### src/rtl/fifo_wr_arbiter.sv
// Round-robin arbiter for the write port of a sync FIFO, with watermark pause/resume flow control.
// Optional pause_cnt output (number of pauses) is built when FIFO_ARB_PAUSE_CNT_EN is defined.
module fifo_wr_arbiter #(
   parameter int NREQ    = 4,
   parameter int DATA_W  = 8,
   parameter int CNT_W   = 4,
   parameter int HIGH_WM = 5,
   parameter int LOW_WM  = 2
) (
   input  logic                     clk,
   input  logic                     rst_n,
   input  logic [NREQ-1:0]          req,
   input  logic [NREQ*DATA_W-1:0]   data_in,
   output logic [NREQ-1:0]          grant,
   output logic                     wr_en,
   output logic [DATA_W-1:0]        fifo_data,
   input  logic [CNT_W-1:0]         fifo_words
`ifdef FIFO_ARB_PAUSE_CNT_EN
   ,
   output logic [15:0]              pause_cnt
`endif
);

   localparam int PTR_W = (NREQ > 1) ? $clog2(NREQ) : 1;
   localparam logic [CNT_W-1:0] HIGH_C = CNT_W'(HIGH_WM);
   localparam logic [CNT_W-1:0] LOW_C  = CNT_W'(LOW_WM);
   localparam logic [PTR_W-1:0] LAST_C = PTR_W'(NREQ - 1);

   typedef enum logic [1:0] {ACTIVE, DRAIN_WAIT, PAUSED, RESUME_WAIT} state_e;

   state_e           state_q, state_d;
   logic [PTR_W-1:0] rr_ptr_q, rr_ptr_d;
   logic [PTR_W-1:0] win;
   logic             found;
   logic             grant_ok;

   logic [NREQ-1:0][DATA_W-1:0] lane_data;

   for (genvar g = 0; g < NREQ; g++) begin : g_lane
      assign lane_data[g] = data_in[g*DATA_W +: DATA_W];
   end

   // Grants only in ACTIVE and below the watermark; reset masks everything combinationally.
   assign grant_ok = rst_n && (state_q == ACTIVE) && (fifo_words < HIGH_C);

   always_comb begin
      int idx;
      found = 1'b0;
      win   = '0;
      idx   = 0;
      if (grant_ok) begin
         for (int off = 0; off < NREQ; off++) begin
            idx = (int'(rr_ptr_q) + off) % NREQ;
            if (!found && req[idx[PTR_W-1:0]]) begin
               found = 1'b1;
               win   = idx[PTR_W-1:0];
            end
         end
      end
   end

   always_comb begin
      grant = '0;
      if (found) grant[win] = 1'b1;
   end

   assign wr_en = |grant;

   always_comb begin
      fifo_data = '0;
      for (int i = 0; i < NREQ; i++) begin
         if (grant[i]) fifo_data |= lane_data[i];
      end
   end

   always_comb begin
      rr_ptr_d = rr_ptr_q;
      if (found) rr_ptr_d = (win == LAST_C) ? '0 : win + 1'b1;
   end

   always_comb begin
      state_d = state_q;
      case (state_q)
         ACTIVE:      if (fifo_words >= HIGH_C) state_d = DRAIN_WAIT;
         DRAIN_WAIT:  state_d = PAUSED;
         PAUSED:      if (fifo_words <= LOW_C) state_d = RESUME_WAIT;
         RESUME_WAIT: state_d = ACTIVE;
         default:     state_d = ACTIVE;
      endcase
   end

   always_ff @(posedge clk or negedge rst_n) begin
      if (!rst_n) begin
         state_q  <= ACTIVE;
         rr_ptr_q <= '0;
      end else begin
         state_q  <= state_d;
         rr_ptr_q <= rr_ptr_d;
      end
   end

`ifdef FIFO_ARB_PAUSE_CNT_EN
   logic [15:0] pause_cnt_q, pause_cnt_d;

   always_comb begin
      pause_cnt_d = pause_cnt_q;
      if (state_q == ACTIVE && state_d == DRAIN_WAIT && pause_cnt_q != 16'hFFFF)
         pause_cnt_d = pause_cnt_q + 16'd1;
   end

   always_ff @(posedge clk or negedge rst_n) begin
      if (!rst_n) pause_cnt_q <= '0;
      else        pause_cnt_q <= pause_cnt_d;
   end

   assign pause_cnt = pause_cnt_q;
`endif

endmodule

### config.mk
export PLATFORM = sky130hd
export DESIGN_NAME = fifo_wr_arbiter
export DESIGN_NICKNAME = d
export VERILOG_FILES = /design/src/rtl/fifo_wr_arbiter.sv
export SDC_FILE = /design/constraint.sdc
export NUM_CORES = 1
export LEC_CHECK = 0
export BUFFER_PORTS_ARGS = -buffer_cell sky130_fd_sc_hd__buf_2
export CAP_MARGIN = 20
export CORE_UTILIZATION = 40
export CTS_CLUSTER_DIAMETER = 50
export DETAILED_ROUTE_END_ITERATION = 16
export GPL_TIMING_DRIVEN = 1
export PLACE_DENSITY = 0.95
export SYNTH_ARGS = -nofsm -noshare
export SYNTH_HDL_FRONTEND = slang
export SYNTH_SLANG_ARGS = --single-unit
### constraint.sdc
create_clock -name clk -period 5.8 [get_ports clk]
set_input_delay 0.58 -clock clk [delete_from_list [all_inputs] [get_ports clk]]
set_output_delay 0.58 -clock clk [all_outputs]
set_load 0.005 [all_outputs]
==> run_results.csv <==
group,metric,value,unit
floorplan,rows,13,
synthesis,synth_area_leaders,"a22oi_1 19%, dfrtp_1 16%, ha_1 14%",
global_route,grtUsageMet2,39.4,%
place,io_buffers,54,
detailed_routing,wl_per_cell,12.5,um
setup_path,r2r_cells,7,
clock_network,cts_tree,"done",
floorplan,fp.dieH,41.6,um
detailed_routing,post-route-drc-count,0,
sta,fmax,338,MHz
floorplan,start_util,45.4,%
setup_path,crit_cells,9,
clock_network,path_clk_slew,0.04,ns
clock_network,ctsResizeCount,0,
detailed_routing,vias_per_cell,5.52,
detailed_routing,wirelength,1.82,mm
global_route,antenna_found_initial,0,
synthesis,yosysSeqAreaShare,15.9,%
synthesis,synth_nets,127,
power_and_ir_drop,p_leak,0.492,nW
global_route,grt_pass1_wl,3.04,mm
global_route,globalRouteMet1Util,23.2,%
clock_network,cts_buffer_depth,2,
floorplan,die_x,41.6,um
setup_path,worst_path_largest_cell_delay,0.37,ns
power_and_ir_drop,power.density_cell_area,199,mW/mm^2
power_and_ir_drop,vdd_ir_drop_max,0.212,mV
sta,period_share,51.0,%
setup_path,worst_setup_path_start_kind,"flop",
synthesis,synth_top_area_share,19.1,%
sta,period_minus_slack,2.96,ns
detailed_routing,first_iter_violations,26,
place,placed_cells,142,
setup_path,cpMostUsedCell,"ha_1",
global_route,use_met3,5.65,%
floorplan,core-area,0.00138,sq mm
power_and_ir_drop,p_comb_share,54.1,%
clock_network,numCtsBuffers,3,
layout,fin_util,66.5,%
setup_path,crit_path_end_kind,"output port",
layout,final_nets,181,
synthesis,yosysTopAreaCell,"a22oi_1",
sta,slew_headroom,68.4,%
synthesis,synth_edf_count,0,
floorplan,die_area,0.00173,sq mm
layout,antennaDiodeCount,0,
global_route,grt_busiest_layer,"met2",
synthesis,synth-async-reset-ratio,100,%
synthesis,synthFlopType,"dfrtp_1",
setup_path,critPathTopFamily,"simple AND/OR/NAND/NOR gates",
clock_network,cts_setup_buffers,0,
synthesis,synth.distinct_cells,33,
setup_path,cp_max_fo,9,
sta,hold_violations,0,
floorplan,io_pins,55,
sta,setup_viol,0,
setup_path,crit_type,"flop to output port",
setup_path,cp.required,5.22,ns
run_status,status,"complete, no violations",
detailed_routing,ant_nets,0,
sta,fin_setup_tns,0,ns
place,dp_hpwl,1.48,mm
detailed_routing,firstDrtPassIters,4,
global_route,globalRouteTotalUtil,21.6,%
clock_network,ctsHoldBuffers,0,
synthesis,yosys-top-cells-count,"16 x a22oi_1, 8 x a21oi_1, 7 x ha_1, 7 x inv_1",
global_route,overflow,0,
synthesis,syn_avg_cell_area,8.05,sq um
clock_network,cts_max_level,1,
power_and_ir_drop,p_int,0.117,mW
power_and_ir_drop,p_switching,0.0664,mW
synthesis,synth_seq_cells,4,
setup_path,worst-path-buf-inv,2,
global_route,grt_pass1_vias,760,
synthesis,synth_most_common_cell,"a22oi_1",
power_and_ir_drop,p_seq_share,27.5,%
detailed_routing,via_count,801,
clock_network,clockRootBuffer,"clkbuf_4",
synthesis,ys_warn_count,0,
setup_path,path_cells,"inv_1, ha_1, and3b_1, nand2_1, or3_1, ha_1, a22oi_1, a21oi_1, buf_2",
synthesis,postSynthCellCount,78,
sta,drv_slew,0,
worst_hold_path,hold_path_class,"input port to async pin",
place,gp_congestion,0.827,
synthesis,synth_area,628,sq um
setup_path,worst_path_max_delay_cell,"dfrtp_1",
clock_network,clock_latency,0.23,ns
job,maxCapViolations,0,
power_and_ir_drop,sw_frac_of_total,36.3,%
layout,layout-drive-gt1-share,47.7,%
global_route,grt_max_degree,14,
sta,rsz0062_at_grt,"no",
clock_network,cts_num_sinks,4,
layout,area_growth_syn_to_layout,46.4,%
setup_path,crit_arrival,2.38,ns
power_and_ir_drop,p_clk_share,18.4,%
sta,fin_skew,0.00111,ns
sta,max_slew.worst_pin.slew,0.473,ns
layout,final_cells,145,
==> cells by family (layout without fill, tap and decap cells) <==
logic type | Yosys count | count (layout) | share of synthesized area [%]
flip-flops | 4 | 4 | 15.9
AO/OA/AOI/OAI | 36 | 36 | 41.4
buffers and inverters | 12 | 64 | 7.37
AND/OR/NAND/NOR | 16 | 16 | 15.5
multiplexers | 3 | 3 | 5.78
adder cells (fa/ha/maj) | 7 | 7 | 13.9
==> per-layer routing <==
metal	wire, um	part of all wire, %	up-vias
met2	948	52	42
met5	0	0	-
met4	0	0	0
met1	730	40	353
met3	138	7.6	0
li1	-	-	406
==> path summary, 6_finish.rpt <==
| path | start | end | slack (ns) |
|---|---|---|---|
| max | state_q[0]$_DFFE_PN0P_ | fifo_data[6] | 2.84 |
| min | rst_n | state_q[1]$_DFFE_PN0P_ | 0.15 |
| max reg2reg | state_q[0]$_DFFE_PN0P_ | rr_ptr_q[1]$_DFFE_PN0N_ | 3.75 |
| min reg2reg | state_q[0]$_DFFE_PN0P_ | state_q[0]$_DFFE_PN0P_ | 0.51 |
| max in group asynchronous | rst_n | rr_ptr_q[0]$_DFFE_PN0N_ | 5.53 |
| min in group clk | state_q[0]$_DFFE_PN0P_ | state_q[0]$_DFFE_PN0P_ | 0.51 |
==> power by group through the flow <==
| stage | registers (mW) | clock network, mW | logic [mW] |
|---|---|---|---|
| after CTS | 0.0503 | 0.0362 | 0.0993 |
| after global placement | 0.0500 | 0 | 0.0926 |
| after detailed placement | 0.0507 | 0 | 0.0991 |
| after floorplan | 0.0484 | 0 | 0.0670 |
| after global routing | 0.0521 | 0.0385 | 0.113 |
| final | 0.0503 | 0.0338 | 0.0990 |
==> registers in the layout, summed over array words and instances (netlist names) <==
name and flops:
rr_ptr_q 2, state_q 2
==> placed cells by master, fill, tap and decap left out, types with 2 or more instances in the layout <==
| master | instances |
|---|---|
| dfrtp_1 | 4 |
| buf_2 | 54 |
| a21oi_1 | 8 |
| inv_1 | 7 |
| clkbuf_4 | 3 |
| a22oi_1 | 16 |
| and2_1 | 2 |
| o32a_1 | 2 |
| ha_1 | 7 |
| nor2_1 | 4 |
==> layout make-up <==
class / count / area (sq um)
multi-input cells: 62 / 482
fillers: 117 / 463
repair buffers: 54 / 270
flip-flops and latches: 4 / 100
inverters: 7 / 26.3
clock buffers: 3 / 22.5
well taps: 15 / 18.8
==> per-stage QoR <==
step,total power [mW],area [sq um],setup WS [ns],hold slack [ns]
detailed placement,0.150,897,2.95,0.393
floorplan,0.115,628,3.31,0.284
global route,0.204,920,2.64,0.146
CTS,0.186,920,2.86,0.140
global placement,0.143,897,3.01,0.390
finish,0.183,920,2.84,0.149
No activity file was read; power rests on OpenSTA's default activity.
